`src/rtl/exception_addr_ctrl.sv`:
```
// Exception sequencer: steals the memory-address mux to fetch the handler byte, then writes PC/EPC.
// Busy for MEM_LAT+1 cycles after the event edge; the control unit stalls on exc_busy, no other backpressure.
module exception_addr_ctrl #(
   parameter int MEM_LAT    = 1,
   parameter int EPC_OFFSET = 4
) (
   input  logic        clk,
   input  logic        reset,
   input  logic [2:0]  iord_ctrl,
   input  logic        mem_wr_ctrl,
   input  logic        exc_opcode,
   input  logic        exc_overflow,
   input  logic        exc_div0,
   input  logic [31:0] pc_in,
   input  logic [31:0] mem_data_in,
   output logic [2:0]  IorD,
   output logic        mem_wr,
   output logic [31:0] pc_out,
   output logic        pc_wr,
   output logic [31:0] epc_out,
   output logic        epc_wr,
   output logic        exc_busy,
   output logic [1:0]  exc_cause
);

   localparam logic [1:0] S_IDLE   = 2'd0;
   localparam logic [1:0] S_FETCH  = 2'd1;
   localparam logic [1:0] S_UPDATE = 2'd2;

   localparam logic [1:0] CAUSE_OPCODE   = 2'b01;
   localparam logic [1:0] CAUSE_OVERFLOW = 2'b10;
   localparam logic [1:0] CAUSE_DIV0     = 2'b11;

   localparam logic [2:0]  CNT_INIT = 3'(MEM_LAT - 1);
   localparam logic [31:0] EPC_OFF  = 32'(EPC_OFFSET);

   logic [1:0]  r_state;
   logic [2:0]  r_cnt;
   logic [1:0]  r_cause;
   logic [31:0] r_epc;
   logic [31:0] r_handler;

   logic        w_any_exc;
   logic [1:0]  w_cause_nxt;
   logic [2:0]  w_vector;
   logic        w_idle;
   logic        w_unused_data;

   assign w_any_exc     = exc_opcode | exc_overflow | exc_div0;
   assign w_idle        = (r_state == S_IDLE);
   // Only the low byte of the vector word carries the handler address.
   assign w_unused_data = ^mem_data_in[31:8];

   always_comb begin
      w_cause_nxt = CAUSE_DIV0;
      if (exc_opcode) begin
         w_cause_nxt = CAUSE_OPCODE;
      end else if (exc_overflow) begin
         w_cause_nxt = CAUSE_OVERFLOW;
      end
   end

   always_comb begin
      w_vector = 3'b000;
      case (r_cause)
         CAUSE_OPCODE:   w_vector = 3'b011;
         CAUSE_OVERFLOW: w_vector = 3'b100;
         CAUSE_DIV0:     w_vector = 3'b101;
         default:        w_vector = 3'b000;
      endcase
   end

   always_ff @(posedge clk) begin
      if (reset) begin
         r_state   <= S_IDLE;
         r_cnt     <= 3'd0;
         r_cause   <= 2'b00;
         r_epc     <= 32'd0;
         r_handler <= 32'd0;
      end else begin
         case (r_state)
            S_IDLE: begin
               if (w_any_exc) begin
                  r_cause <= w_cause_nxt;
                  r_epc   <= pc_in - EPC_OFF;
                  r_cnt   <= CNT_INIT;
                  r_state <= S_FETCH;
               end
            end
            S_FETCH: begin
               // Memory data is only trusted on the last cycle of the latency window.
               if (r_cnt == 3'd0) begin
                  r_handler <= {24'd0, mem_data_in[7:0]};
                  r_state   <= S_UPDATE;
               end else begin
                  r_cnt <= r_cnt - 3'd1;
               end
            end
            S_UPDATE: begin
               r_state <= S_IDLE;
            end
            default: begin
               r_state <= S_IDLE;
            end
         endcase
      end
   end

   // Vector select and write gating are state-decoded, so the mux never glitches back mid-sequence.
   assign IorD      = w_idle ? iord_ctrl : w_vector;
   assign mem_wr    = w_idle & mem_wr_ctrl;
   assign exc_busy  = ~w_idle;
   assign pc_wr     = (r_state == S_UPDATE);
   assign epc_wr    = (r_state == S_UPDATE);
   assign pc_out    = r_handler;
   assign epc_out   = r_epc;
   assign exc_cause = r_cause;

endmodule

```
`config.mk`:
```
export PLATFORM = sky130hd
export DESIGN_NAME = exception_addr_ctrl
export DESIGN_NICKNAME = d
export VERILOG_FILES = /design/src/rtl/exception_addr_ctrl.sv
export SDC_FILE = /design/constraint.sdc
export NUM_CORES = 1
export LEC_CHECK = 0
export ABC_AREA = 1
export CAP_MARGIN = 20
export CORE_MARGIN = 3
export CORE_UTILIZATION = 45
export CTS_BUF_LIST = sky130_fd_sc_hd__clkbuf_8
export DETAILED_ROUTE_END_ITERATION = 6
export PLACE_DENSITY_LB_ADDON = 0.08
export SYNTH_ARGS = -nofsm -noshare
export SYNTH_HDL_FRONTEND = slang
export SYNTH_SLANG_ARGS = --single-unit
export TNS_END_PERCENT = 30
```
`constraint.sdc`:
```
create_clock -name clk -period 3 [get_ports clk]
set_input_delay 0.6 -clock clk [delete_from_list [all_inputs] [get_ports clk]]
set_output_delay 0.6 -clock clk [all_outputs]
set_load 0.03 [all_outputs]
```
After elaboration in Yosys (flattened, before gate mapping)
Index checks and enable logic that the tools add are counted.
{ "classes": {"bitwise": 4, "n_mul": 0, "addsub": 2, "shifts": 0, "div_mod_pow": 0, "mux": 10, "n_reduce_logical": 7, "n_lt_le_gt_ge": 0, "eq_ne": 8} }
{ "ops": {"columns": ["op", "count"], "rows": [
  ["$sub 32x3->32 const B", 1],
  ["$mux 3", 3],
  ["$pmux 3 s3", 1],
  ["$eq 2x2->1 const B", 3],
  ["$mux 2", 3],
  ["$ne 2x2->1 const B", 3],
  ["$pmux 3 s2", 1],
  ["$reduce_and 2->1", 3],
  ["$eq 2x1->1 const B", 2],
  ["$pmux 2 s2", 1],
  ["$logic_not 3->1", 1],
  ["$reduce_and 3->1", 1],
  ["$sub 3x1->3 const B", 1],
  ["$logic_not 2->1", 1],
  ["$or 1x1->1", 2],
  ["$reduce_bool 2->1", 1],
  ["$and 1x1->1", 1],
  ["$mux 1", 1],
  ["$not 1->1", 1]
]} }
{ "word_totals": {"input_bits": 73, "elab_cells": 36, "mem_bits_rw": 0, "mem_bits_ro": 0, "out_inout_bits": 73, "n_memories": 0, "latchBits": 0, "reg_bits": 47} }

Longest topological paths before layout
Gate-level depths: netlist of the first run.
{ "logic_depth": {"ltp_word": 4, "mapped_depth": 10, "ltp_nobuf": 10} }

Worst setup path after synthesis of the first run
No wires, ideal clock.
{ "synth_timing": {"kind": "reg2out", "startpoint": "register r_state[1]", "endpoint": "output IorD[1]", "setup_slack_ns": 0.949, "path_stages_with_launch": 5, "n_path_buf": 0, "t_arrival_ns": 1.451, "required_time_ns": 2.400, "cell_sequence": "dfxtp_1 > nor2_2 > inv_1 > nand2_1 > o21ai_0"} }
{ "synth_between": {"elab_chain_cells": 2} }
{ "synth_lines": {"columns": ["element", "line_no", "rtl"], "rows": [
  ["start, declared", "37", "logic [1:0] r_state;"],
  ["start signal, assigned", "75", "r_state <= S_IDLE;"],
  ["start signal, assigned", "87", "r_state <= S_FETCH;"],
  ["start signal, assigned", "94", "r_state <= S_UPDATE;"],
  ["$logic_not 2->1", "50", "assign w_idle = (r_state == S_IDLE);"],
  ["$mux 3", "110", "assign IorD = w_idle ? iord_ctrl : w_vector;"],
  ["end, declared", "16", "output logic [2:0] IorD,"]
]} }
No other way between the ends.

Worst setup path after layout of the first run
{ "layout_timing": {"startpoint": "input iord_ctrl[1]", "endpoint": "output IorD[1]"} }
{ "layout_between": {"elab_chain_cells": 1} }
{ "layout_lines": {"columns": ["element", "line_no", "rtl"], "rows": [
  ["start, declared", "9", "input logic [2:0] iord_ctrl,"],
  ["$mux 3", "110", null]
]} }
No other way between the ends.

==> results.ini, run 1 <==
[cts]
cts.sinks = 47
cts_root_buf = clkbuf_8
post-cts-setup-buffer-count = 0
hold_buffers = 0
cts_buffers = 5
clkSlewWorstSetupHoldPaths_ns = 0.09
clock_path_buffers = 2
h-tree-depth = 2
cts_tree = yes
post_cts_resize_count = 0
clock_latency_ns = 0.30

[worst_setup_path]
cpPeakStageDelay_ns = 0.70
start_kind = primary input
cp_slowest_cell = clkdlybuf4s50_1
crit_chain = clkdlybuf4s50_1 > nand2_1 > o21ai_0 > clkdlybuf4s50_1
arrival_ns = 1.88
worst-path-buf-inv = 2
criticalPathCategory = primary input to output pin
critical_path_peak_fanout = 1
crit_family = buffers and inverters
endpoint_kind = output pin
worst_path_most_repeated_cell = clkdlybuf4s50_1
required_ns = 2.40

[timing]
drv_slew = 0
fin_skew_ns = 0.00298
tightest_slew_ns = 0.554
hold_viol = 0
min_period_ns = 2.48
slew_headroom_pct = 63.1
rsz0062_at_grt = no
final.setup.tns_ns = 0
min_period_over_period_pct = 82.6
fmax_ghz = 0.404
finalSetupViolations = 0

[drt]
vias_per_cell = 4.78
vias = 3024
drc = 0
first_iter_violations = 150
antenna_left = 0
drt-total-wl_um = 7860
wire_per_inst_um = 12.4
dr.pass1.iters = 4

[final_layout]
finalInstanceArea_um2 = 3950
n_antenna_cell = 0
syn2layout_area_growth_pct = 36.4
n_fill_cell = 571
fin_nets = 633
drive_gt1_share_pct = 6.27

[die]
core_area_um2 = 6100
ios = 146
dieArea_um2 = 7440
die_w_um = 86.3
die_y_um = 86.3
row_count = 28
start_util_pct = 47.6

[yosys]
synth.most_common_cell = nor2_1
synth-seq-cells = 47
synth_warnings = 0
synth_enable_flop_cells = 0
yosys-top-cells-count = nor2_1, nand2_1, inv_1
ys_types = 30
synth_area_leaders = dfxtp_1, nor2_1, nand2_1
synth_top_area_share_pct = 32.5
synthArstFlopShare_pct = 0
avgSynthCellArea_um2 = 6.26
synth_area_leader_cell = dfxtp_1
synthCells = 463
synthesis.area_um2 = 2900
synth-seq-area-share_pct = 32.5
ys.flop_type = dfxtp_1

[outcome]
status = complete, no violations

[grt]
grt_use_total_pct = 21.2
antenna_found_initial = 0
grt_pass1_vias = 2786
grt_max_degree = 29
grt_pass1_wl_um = 12700
grt_overflow = 0

[power]
leakage_nw = 1.85
ir_drop_mv = 0.340
power_density_nw_per_um2 = 567

[placement]
place_area_um2 = 3840
numPortBuffers = 97
gp_congestion = 0.903
dpl.hpwl_um = 6120

[worst_hold_path]
hp-class = register to register

[job]
cap_violations = 0

==> path summary, 6_finish.rpt <==
kind	start	to	slack [ns]	cells past startpoint
setup / recovery	iord_ctrl[1]	IorD[1]	0.52	4
hold / removal	pc_out[3]	pc_out[3]	0.49	2
setup reg to reg	r_state[1]	epc_out[18]	1.43	7
hold reg to reg	pc_out[3]	pc_out[3]	0.49	2
==> routing by layer <==
layer | GRT usage [%] | vias up | share of wire (%)
li1 | - | 1573 | -
met1 | 27.1 | 1327 | 43
met2 | 35.2 | 113 | 47
met3 | 5.89 | 11 | 8.6
met4 | 5.24 | 0 | 1.3
met5 | 0 | - | 0
==> cell type report <==
class / count / area, µm² / area share, %
inverters: 64 / 240 / 6.08
clock inverters: 3 / 46.3 / 1.17
clock buffers: 5 / 68.8 / 1.74
multi-input cells: 337 / 1540 / 39.0
well taps: 75 / 93.8 / 2.37
repair buffers: 102 / 1020 / 25.8
flip-flops and latches: 47 / 941 / 23.8
==> worst reg2reg max path, stage by stage (launching register included) <==
cell and delay, ns:
dfxtp_1 0.34, nor2_2 0.21, nand2_1 0.12, inv_2 0.32, buf_12 0.23, nand2_1 0.07, o21ai_0 0.13, inv_1 0.05
==> cell families after synthesis <==
group,count (synthesis),share of synthesized area [%]
XOR/XNOR,5,1.51
other,1,0.129
buffers and inverters,102,17.3
flip-flops,47,32.5
adder cells (fa/ha/maj),3,1.29
AND/OR/NAND/NOR,239,35.3
AO/OA/AOI/OAI,66,12.0
==> through the flow <==
stage | util [%] | cells | total power [mW] | hold WS, ns | setup WS (ns)
after floorplan | - | 486 | 1.41 | 0.455 | 0.949
after global placement | 63.0 | 625 | 1.76 | 0.464 | 0.541
after detailed placement | 63.0 | 625 | 1.77 | 0.475 | 0.520
after CTS | 64.9 | 633 | 2.26 | 0.493 | 0.525
after global routing | 64.9 | 633 | 2.38 | 0.523 | 0.420
final | 64.9 | 633 | 2.24 | 0.491 | 0.522
==> layout by cell type, fill, tap and decap left out, types with 2 or more instances in the layout <==
| master | count |
|---|---|
| nor2_2 | 6 |
| buf_4 | 4 |
| nand2_2 | 5 |
| conb_1 | 24 |
| nand3_1 | 26 |
| o21ai_1 | 7 |
| a21oi_1 | 18 |
| o21ai_0 | 34 |
| clkdlybuf4s50_1 | 97 |
| dfxtp_1 | 47 |
| or2_0 | 2 |
| nor2_4 | 5 |
| a21oi_2 | 2 |
| inv_1 | 62 |
| clkbuf_8 | 5 |
| nor2_1 | 106 |
| nand4_1 | 5 |
| nand2_1 | 81 |
| inv_2 | 2 |
| ha_1 | 3 |
| a31oi_1 | 3 |
| xor2_1 | 4 |
==> power breakdown <==
group / internal (mW) / leakage [nW] / total [mW] / switching [mW]
clock network: 0.251 / 0.0548 / 0.485 / 0.234
registers: 0.733 / 0.390 / 0.788 / 0.0557
logic: 0.374 / 1.41 / 0.967 / 0.593
==> sequential cells by signal, indices dropped and copies added, names as in the netlist <==
signal and cells:
exc_cause 2, r_state 2, r_cnt 3, pc_out 8, epc_out 32
No activity file was read; power rests on OpenSTA's default activity.
==> run 2, diff against run 1 <==
Settings changed: CORE_UTILIZATION 45 to 42.
Clock period 3 ns to 2.3 ns, I/O delays scaled along.
==> results.ini, run 2 (same netlist as run 1, synthesis figures left out) <==
[worst_setup_path]
crit_family = buffers and inverters
worst-path-buf-inv = 2
cpPeakStageDelay_ns = 0.67
endpoint_kind = output pin
reg2reg_depth = 8
crit_chain = clkdlybuf4s50_1 > nand2_1 > nand2_1 > clkdlybuf4s50_1
criticalPathCategory = primary input to output pin
timing.rr.end = pc_out[3]
ff2ff_setup_slack_ns = 0.88
arrival_ns = 1.71
start_kind = primary input
cp.depth = 4
crit_path_start = iord_ctrl[0]
cp_slowest_cell = clkdlybuf4s50_1
critical_path_peak_fanout = 1
crit_end = IorD[0]
required_ns = 1.84
rr_startpoint = r_cnt[0]

[power]
power_density_nw_per_um2 = 736
ir_drop_mv = 0.422
power_mw = 2.93
leakage_nw = 1.89

[cts]
clock_latency_ns = 0.30
clkSlewWorstSetupHoldPaths_ns = 0.09
cts_buffers = 5
cts_tree = yes
cts.sinks = 47
cts_root_buf = clkbuf_8
h-tree-depth = 2
clock_path_buffers = 2

[drt]
antenna_left = 0
dr.pass1.iters = 4
first_iter_violations = 116
wire_per_inst_um = 12.0
drc = 0
vias_per_cell = 4.63
drt-total-wl_um = 7660
vias = 2947

[job]
cap_violations = 0

[final_layout]
largest_register_ffs = 32
n_fill_cell = 657
drive_gt1_share_pct = 6.61
final_common_cell = nor2_1
n_antenna_cell = 0
syn2layout_area_growth_pct = 37.2
fin_nets = 635
most-common-layout-cells = nor2_1, clkdlybuf4s50_1, nand2_1

[placement]
dpl.hpwl_um = 5970
gp_congestion = 0.925
numPortBuffers = 97
pre_cts_ws_ns = 0.115

[outcome]
status = complete, no violations

[grt]
grt_overflow = 0
grt_pass1_vias = 2612
grt_pass1_wl_um = 12100
grt_max_degree = 34
grt_use_total_pct = 19.3
antenna_found_initial = 0

[die]
die_w_um = 89.1
row_count = 29
core_area_um2 = 6530
dieArea_um2 = 7940
start_util_pct = 44.4
die_y_um = 89.1
ios = 146

[timing]
min_period_over_period_pct = 94.5
finalSetupViolations = 0
min_period_ns = 2.17
hold_viol = 0
fin_ws_ns = 0.126
fmax_ghz = 0.460
fin_skew_ns = 0.00594
rsz0062_at_grt = no
final.setup.tns_ns = 0
drv_slew = 0

[worst_hold_path]
hp-class = register to register

==> run 2: changes by cell type in the layout (fill, tap and decap cells not counted) <==
cell and change:
clkinv_2 +1, clkbuf_8 +1, clkinvlp_4 -1, dlymetal6s2s_1 +2
inv_6 -1, clkdlybuf4s50_1 -2, buf_4 +2
==> run 2: worst min path at each step <==
stage	start	end	slack, ns	cells past startpoint
after global routing	pc_out[4]	pc_out[4]	0.52	2
after CTS	pc_out[1]	pc_out[1]	0.49	2
after detailed placement	pc_out[1]	pc_out[1]	0.48	2
after global placement	epc_out[1]	epc_out[1]	0.46	2
final	pc_out[1]	pc_out[1]	0.49	2
after floorplan	r_cnt[1]	r_cnt[1]	0.46	2
==> run 2: per-layer routing <==
layer	up-vias	part of all wire (%)	global-route usage [%]
li1	1576	-	-
met1	1264	45	24.8
met2	98	46	31.9
met3	9	7.7	5.81
met4	0	1.0	4.33
met5	-	0	0
==> run 2: cell type report <==
class	count	area, µm²	area share, %
well taps	77	96.3	2.42
repair buffers	104	1040	26.2
multi-input cells	337	1540	38.8
inverters	64	240	6.04
flip-flops and latches	47	941	23.6
clock inverters	2	35.0	0.881
clock buffers	6	82.6	2.08
==> run 2: worst reg2reg max path, stage by stage (launching register included) <==
cell,delay (ns)
dfxtp_1,0.32
inv_1,0.07
ha_1,0.20
inv_1,0.06
nor2_1,0.04
nand2_1,0.24
inv_1,0.21
nor2_1,0.13
nor2_1,0.05
==> run 2: what timing repair did <==
item / CTS / global route
hold buffers: 0 / 0
gates resized for setup: 0 / 2
endpoints found under the setup margin: 0 / 2
buffers inserted: 0 / 0
==> run 2: where the power goes <==
| part | switching, mW | internal, mW |
|---|---|---|
| Sequential | 0.0728 | 0.956 |
| Combinational | 0.771 | 0.488 |
| Clock | 0.289 | 0.352 |
| Total | 1.13 | 1.80 |
==> run 2: through the flow <==
| stage | utilization (%) | hold WS, ns | std cells | area [µm²] |
|---|---|---|---|---|
| after detailed placement | 59.0 | 0.477 | 629 | 3860 |
| after CTS | 60.8 | 0.493 | 637 | 3970 |
| after floorplan | - | 0.455 | 486 | 2990 |
| after global routing | 60.9 | 0.524 | 637 | 3980 |
| final | 60.9 | 0.492 | 637 | 3980 |
| after global placement | 59.0 | 0.464 | 629 | 3860 |
==> run 3, diff against run 2 <==
Settings changed: CTS_CLUSTER_DIAMETER set to 100.
==> results of run 3 <==
Final layout, timing and power as in run 2 (identical DEF).
